--- src/rtl/elbeth_load_align.sv ---
// Load alignment and extension unit: issues one or two word-aligned reads per load,
// merges boundary-crossing data, shifts the addressed bytes to bit 0 and extends them.
module elbeth_load_align #(
  parameter int DATA_WIDTH       = 32,
  parameter bit ALLOW_MISALIGNED = 1'b1
) (
  input  logic                  clk,
  input  logic                  rst,
  input  logic                  req_valid,
  output logic                  req_ready,
  input  logic [31:0]           req_addr,
  input  logic [1:0]            req_size,
  input  logic                  req_signed,
  output logic                  mem_rd_valid,
  input  logic                  mem_rd_ready,
  output logic [31:0]           mem_rd_addr,
  input  logic                  mem_rsp_valid,
  input  logic [DATA_WIDTH-1:0] mem_rsp_data,
  output logic                  load_valid,
  input  logic                  load_ready,
  output logic [DATA_WIDTH-1:0] load_data,
  output logic                  load_fault
);

  localparam int BYTES = DATA_WIDTH / 8;
  localparam int OFFW  = $clog2(BYTES);
  localparam int IW    = $clog2(DATA_WIDTH);

  typedef enum logic [2:0] {
    IDLE    = 3'd0,
    REQ_LO  = 3'd1,
    WAIT_LO = 3'd2,
    REQ_HI  = 3'd3,
    WAIT_HI = 3'd4,
    RESP    = 3'd5
  } state_t;

  state_t          state;
  logic [1:0]      size_r;
  logic            signed_r;
  logic [OFFW-1:0] off_r;
  logic            cross_r;
  logic [DATA_WIDTH-1:0] lo_r;

  logic [OFFW-1:0] off_s;
  logic [3:0]      nb_s;
  logic            cross_s;
  logic            fault_s;

  // Shift {hi,lo} down by the byte offset, then zero/sign-extend above the access width.
  function automatic logic [DATA_WIDTH-1:0] align_extend(
    input logic [DATA_WIDTH-1:0] lo,
    input logic [DATA_WIDTH-1:0] hi,
    input logic [OFFW-1:0]       off,
    input logic [1:0]            size,
    input logic                  sgn
  );
    logic [2*DATA_WIDTH-1:0] cat;
    logic [DATA_WIDTH-1:0]   raw;
    logic [DATA_WIDTH-1:0]   res;
    logic [IW-1:0]           top;
    int                      nbits;
    logic                    fill;
    cat   = {hi, lo} >> {off, 3'b000};
    raw   = cat[DATA_WIDTH-1:0];
    nbits = 32'd8 << size;
    top   = IW'(nbits - 1);
    if (nbits < DATA_WIDTH) begin
      fill = sgn & raw[top];
    end else begin
      fill = 1'b0;
    end
    for (int i = 0; i < DATA_WIDTH; i++) begin
      if (i < nbits) begin
        res[i] = raw[i];
      end else begin
        res[i] = fill;
      end
    end
    return res;
  endfunction

  // Decode the incoming request: byte offset, size in bytes, boundary crossing, fault.
  always_comb begin
    off_s   = req_addr[OFFW-1:0];
    nb_s    = 4'd1 << req_size;
    cross_s = (5'(off_s) + 5'(nb_s)) > 5'(BYTES);
    fault_s = ((req_size == 2'd3) && (DATA_WIDTH == 32)) ||
              (!ALLOW_MISALIGNED && ((4'(off_s) & (nb_s - 4'd1)) != 4'd0));
  end

  assign req_ready    = (state == IDLE);
  assign mem_rd_valid = (state == REQ_LO) || (state == REQ_HI);
  assign load_valid   = (state == RESP);

  // Request sequencing FSM with registered read address and result.
  always_ff @(posedge clk or posedge rst) begin
    if (rst) begin
      state       <= IDLE;
      size_r      <= 2'd0;
      signed_r    <= 1'b0;
      off_r       <= {OFFW{1'b0}};
      cross_r     <= 1'b0;
      lo_r        <= {DATA_WIDTH{1'b0}};
      mem_rd_addr <= 32'd0;
      load_data   <= {DATA_WIDTH{1'b0}};
      load_fault  <= 1'b0;
    end else begin
      case (state)
        IDLE: begin
          if (req_valid) begin
            size_r      <= req_size;
            signed_r    <= req_signed;
            off_r       <= off_s;
            cross_r     <= cross_s;
            mem_rd_addr <= {req_addr[31:OFFW], {OFFW{1'b0}}};
            if (fault_s) begin
              load_fault <= 1'b1;
              load_data  <= {DATA_WIDTH{1'b0}};
              state      <= RESP;
            end else begin
              load_fault <= 1'b0;
              state      <= REQ_LO;
            end
          end
        end
        REQ_LO: begin
          if (mem_rd_ready) state <= WAIT_LO;
        end
        WAIT_LO: begin
          if (mem_rsp_valid) begin
            lo_r <= mem_rsp_data;
            if (cross_r) begin
              mem_rd_addr <= mem_rd_addr + 32'(BYTES);
              state       <= REQ_HI;
            end else begin
              load_data <= align_extend(mem_rsp_data, {DATA_WIDTH{1'b0}}, off_r, size_r, signed_r);
              state     <= RESP;
            end
          end
        end
        REQ_HI: begin
          if (mem_rd_ready) state <= WAIT_HI;
        end
        WAIT_HI: begin
          if (mem_rsp_valid) begin
            load_data <= align_extend(lo_r, mem_rsp_data, off_r, size_r, signed_r);
            state     <= RESP;
          end
        end
        RESP: begin
          if (load_ready) begin
            load_fault <= 1'b0;
            state      <= IDLE;
          end
        end
        default: state <= IDLE;
      endcase
    end
  end

endmodule

--- config.mk ---
export PLATFORM = sky130hd
export DESIGN_NAME = elbeth_load_align
export DESIGN_NICKNAME = d
export VERILOG_FILES = /design/src/rtl/elbeth_load_align.sv
export SDC_FILE = /design/constraint.sdc
export NUM_CORES = 1
export LEC_CHECK = 0
export CAP_MARGIN = 20
export CORE_AREA = 2 2 131 133
export DETAILED_ROUTE_END_ITERATION = 8
export DIE_AREA = 0 0 133 135
export GPL_TIMING_DRIVEN = 0
export PLACE_DENSITY_LB_ADDON = 0.1
export SLEW_MARGIN = 20
export SYNTH_ARGS = -nofsm -noshare
export SYNTH_HDL_FRONTEND = slang
export SYNTH_SLANG_ARGS = --single-unit
--- constraint.sdc ---
create_clock -name clk -period 6.4 [get_ports clk]
set_input_delay 1.28 -clock clk [delete_from_list [all_inputs] [get_ports clk]]
set_output_delay 1.28 -clock clk [all_outputs]
set_load 0.05 [all_outputs]
After elaboration in Yosys (flattened, before gate mapping)

Cells that the tools add are included.
Widths: inputs -> output; s select.

Equality and inequality tests: 15
Multiplexer cells: 93
$add $sub $neg: 3
Shift operators: 4
Reductions and logical operators: 11
$lt $le $gt $ge: 35
Bitwise operators: 2

Operators with widths:

| cell                  | number |
|---|---|
| $lt 6x32->1 const A   | 16 |
| $lt 5x32->1 const A   | 8 |
| $mux 32               | 8 |
| $lt 4x32->1 const A   | 4 |
| $pmux 32 s3           | 1 |
| $mux 1                | 71 |
| $lt 3x32->1 const A   | 2 |
| $pmux 32 s2           | 1 |
| $shr 64x5->32         | 1 |
| $add 32x3->32 const B | 1 |
| $lt 1x32->1 const A   | 1 |
| $lt 2x32->1 const A   | 1 |
| $lt 32x7->1 const B   | 1 |
| $shl 4x2->32 const A  | 1 |
| $shr 32x5->32         | 1 |
| $mux 3                | 8 |
| $pmux 3 s6            | 1 |
| $ne 2x2->1 const B    | 7 |
| $reduce_and 6->1      | 2 |
| $bmux 1 s5            | 2 |
| $eq 3x2->1 const B    | 2 |
| $eq 3x3->1 const B    | 2 |
| $lt 5x6->1 const B    | 1 |
| $add 2x4->5           | 1 |
| 15 further kinds      | 19 |

Flip-flop bits (word level): 106
Input bits: 73
Output and inout bits: 68
Word-level logic and storage cells: 172

Logic depth before layout (Yosys ltp)

Depth in word-level cells: 10
Gate-level depth with buffers: 9
Gate-level depth less buffers: 8

Worst setup path before layout

Ideal clock, no wire load.

Path kind: register to output
From: register state[1]
To: output req_ready
Required time: 5.120 ns
Cell stages (with the launch flop): 4
Data arrival time: 1.822 ns
Buffers on the path: 2
Setup slack: 3.298 ns
Cell sequence: dfrtp_1 > buf_6 > clkbuf_1 > nor3_1

Cells in the longest elaborated chain, start to end: 1

RTL lines:

| item                   | line | text |
|---|---|---|
| start, declared        | 38   | `state_t state;` |
| start signal, assigned | 99   | `state <= IDLE;` |
| start signal, assigned | 120  | `state <= RESP;` |
| start signal, assigned | 123  | `state <= REQ_LO;` |
| $logic_not 3->1        | 92   | `assign req_ready = (state == IDLE);` |
| end, declared          | 10   | `output logic req_ready,` |

No other way between the ends.

Worst setup path in the final report

Same ends and word-level chain as after synthesis.

==> results.md <==
- Max-cap violations in this run came to 0.
- In this run the power density over the cells is 558.3 nW/um2.
- The H-tree generated during clock tree synthesis spans 3 levels.
- The number of antenna violations at the first check in global routing is 0.
- Setup repair after global routing left no endpoint under its margin.
- Walking the worst path, the cells encountered are buf_6 -> clkbuf_1 -> nor3_1 -> clkdlybuf4s50_1.
- Once the floorplan was initialized, standard cells occupied 39.85% of the core.
- The number of max-slew violations in the final report is 0.
- The most common cell after layout, fill and taps aside is clkdlybuf4s50_1.
- The kind of start point of the critical path is a flip-flop.
- Clock tree synthesis selected as its root buffer the cell clkbuf_16.
- The run finished with clean final reports.
- The total congestion overflow after global routing is 0.
- Based on the critical path, the design can be clocked at up to 277.8 MHz.
- In this design, the stage delay of the slowest critical-path cell is 0.85 ns.
- Synthesis produced a netlist whose cell count is 685.
- After the first detailed-routing iteration, the DRC count stood at 633.
- The via count of the first global-routing pass was 6317.
- The number of enable-type register cells in the synthesized netlist is 0.
- The number of different library cells used by synthesis comes to 66.
- The via count normalized by instance count is 5.957.
- The number of antenna repair diodes is 0.
- The synthesis warning total is 0.
- The async set-reset flop share out of synthesis is 100.0%.
- The HPWL reported at the end of detailed placement is 16.36 mm.
- The largest fanout on the critical path is 10.
- The time the final worst path needs with I/O delays and setup is 3.600 ns.
- The end-of-flow core utilization is 51.95%.
- Setup violations remaining at the end of the flow were counted as 0.
- STA puts the critical path data required time at 5.12 ns.
- Of the cells placed in the final design, the portion with a size suffix greater than 1 is 14.76%.
- The portion of the post-synthesis area used by sequential elements is 39.81%.
- The classification of the worst setup path is reg2out.
- The die span in x is 133 um.
- The standard cell with the maximum stage delay on the critical path is clkdlybuf4s50_1.
- The routability congestion estimate is 0.8786.
- Buffers inserted during clock tree synthesis total 9.
- TritonCTS built the clock tree.
- The number of buffers on the longest clock path is 2.
- The number of top-level design ports is 141.
- The hold violation total from the final report is 0.
- Buffers inserted to repair hold after CTS numbered 0.
- The wire length of the first global-routing pass is 34.78 mm.
- The number of nets in the layout is 911.
- In this run the tightest slew margin relative to its limit is 36.05%.
- The type of the most critical hold path is reg2reg.
- The total area of multi-input combinational cells is 3611 um2.
- The clock reaches the later pin of the worst-skew pair after 0.36 ns.
- The routed via count is 6314.
- The leakage component of the power is 0.003355 uW.
- The relative area change from synthesis to final layout is 30.37%.
- The number of sinks driven by the clock tree is 104.
- The worst-margin pin slew is 0.9557 ns.
- The die covers 17960 um2.
- The worst-case IR drop observed on VDD is 299.5 uV.
- The top cell types in the final layout, fill and taps aside, are 137 x clkdlybuf4s50_1, 104 x dfrtp_1, 81 x nand2_1.
- The number of cells upsized or downsized after cts is 0.
- The number of cell rows is 47.
- In this run the post-CTS setup repair buffer count came out at 0.
- The worst-case hold slack is 0.4823 ns.
- The overall die height is 135 um.
- After detailed routing, the average wire length per cell comes to 21.09 um.
- The worst-case setup margin in the final layout is 2.800 ns.
- For the final routed database, the setup TNS stands at 0 ns.
- Wires add up to 22.36 mm.
- Data on the critical path arrives at its endpoint at 2.32 ns.
- The detail route stage leaves a number of antenna-violating nets equal to 0.
- The count of input and output buffers is 137.
- The number of buffers and inverters on the critical path is 3.
- The most used flip-flop cell after synthesis is dfrtp_1.
- The filler cell count is 1462.
- Across the routed clock network, the largest skew measured is 0.01312 ns.
- The cell area after synthesis is 6538 um2.
- The register bit total from synthesis is 104.
- STA classifies the critical path endpoint as a primary output.
- Averaged over all synthesized cells, the footprint is 9.544 um2.
- The area of the core is 16410 um2.
- The count of TritonRoute iterations in the first routing pass is 5.
- In this design, the largest share of critical-path delay is due to buffers and inverters.
- The ratio of final minimum period to clock period is 56.26%.
- After detailed routing, the number of remaining DRC violations is 0.
- The storage element area is 2603 um2.
- The minimum setup slack after placement is 2.766 ns.
- The register clock-pin slew on the reported worst setup and hold paths is 0.07 ns.
- The all-layer global routing usage is 24.96%.
- The largest net degree at the start of global routing is 56.
[worst paths after layout]
kind | startpoint | endpoint | slack, ns | cells after the start
setup / recovery | state[1]$_DFFE_PP0P_ | req_ready | 2.80 | 4
hold / removal | load_data[8]$_DFFE_PP0P_ | load_data[8]$_DFFE_PP0P_ | 0.48 | 2
setup reg to reg | state[2]$_DFFE_PP0P_ | load_data[12]$_DFFE_PP0P_ | 3.99 | 7
hold reg to reg | load_data[8]$_DFFE_PP0P_ | load_data[8]$_DFFE_PP0P_ | 0.48 | 2
max in group asynchronous | rst | load_data[31]$_DFFE_PP0P_ | 4.40 | 3
min in group asynchronous | rst | mem_rd_addr[2]$_DFFE_PP0P_ | 1.34 | 2
[cell type report]
cell class | count | share of cell area [%]
clock inverters | 7 | 0.9102
clock buffers | 9 | 2.642
repair buffers | 138 | 16.41
plain buffers | 54 | 3.274
inverters | 13 | 0.6312
well taps | 220 | 3.230
multi-input cells | 515 | 42.37
flip-flops and latches | 104 | 30.53
[layer usage]
metal | GRT usage (%) | up-vias | part of all wire, %
met5 | 0 | - | 0
met4 | 12.37 | 0 | 4.1
met3 | 5.255 | 67 | 7.4
met2 | 39.29 | 300 | 46
met1 | 32.86 | 3095 | 42
li1 | - | 2852 | -
[through the flow]
step	cells	cell area, um2	total power (uW)
2_1_floorplan	686	6541	3226
3_3_place_gp	1043	8188	4116
3_5_place_dp	1044	8220	4164
5_1_grt	1060	8523	5008
4_1_cts	1060	8523	4752
6_report	1060	8523	4758
[state kept, by name, summed over array words and instances (netlist names)]
signal,cells
state,3
load_fault,1
size_r,2
load_data,32
off_r,2
lo_r,32
cross_r,1
signed_r,1
mem_rd_addr,30
[kinds of logic after synthesis]
logic type / after synthesis / share of synthesized area [%]
compound gates: 196 / 18.68
xor+xnor: 1 / 0.1340
mux: 99 / 19.12
other cells: 1 / 0.05736
flops: 104 / 39.81
buf+inv: 67 / 5.014
fa+ha+maj: 3 / 0.6889
simple gates: 214 / 16.50
[report_power, final]
group	internal, uW	switching, uW
registers	975	292
clock network	308	272
logic	1110	1800
[cell usage after synthesis, drive strengths merged, types with 16 or more instances]
master	number	area share, %
mux2	47	8.1
dfrtp	104	40
nand2	81	4.7
o21ai	54	4.2
nor2	46	3.0
nand3	20	1.6
mux4	16	5.5
mux2i	36	5.5
buf	28	2.8
a21oi	54	4.1
o22ai	22	2.1
clkbuf	26	1.5
[worst reg2reg max path: cells and delay by family (launching register included)]
kind / cells / cell delay (ns)
AO/OA/AOI/OAI: 1 / 0.29
buffers and inverters: 2 / 0.33
AND/OR/NAND/NOR: 4 / 1.35
flip-flops: 1 / 0.38
(Power assumes the default switching activity.)
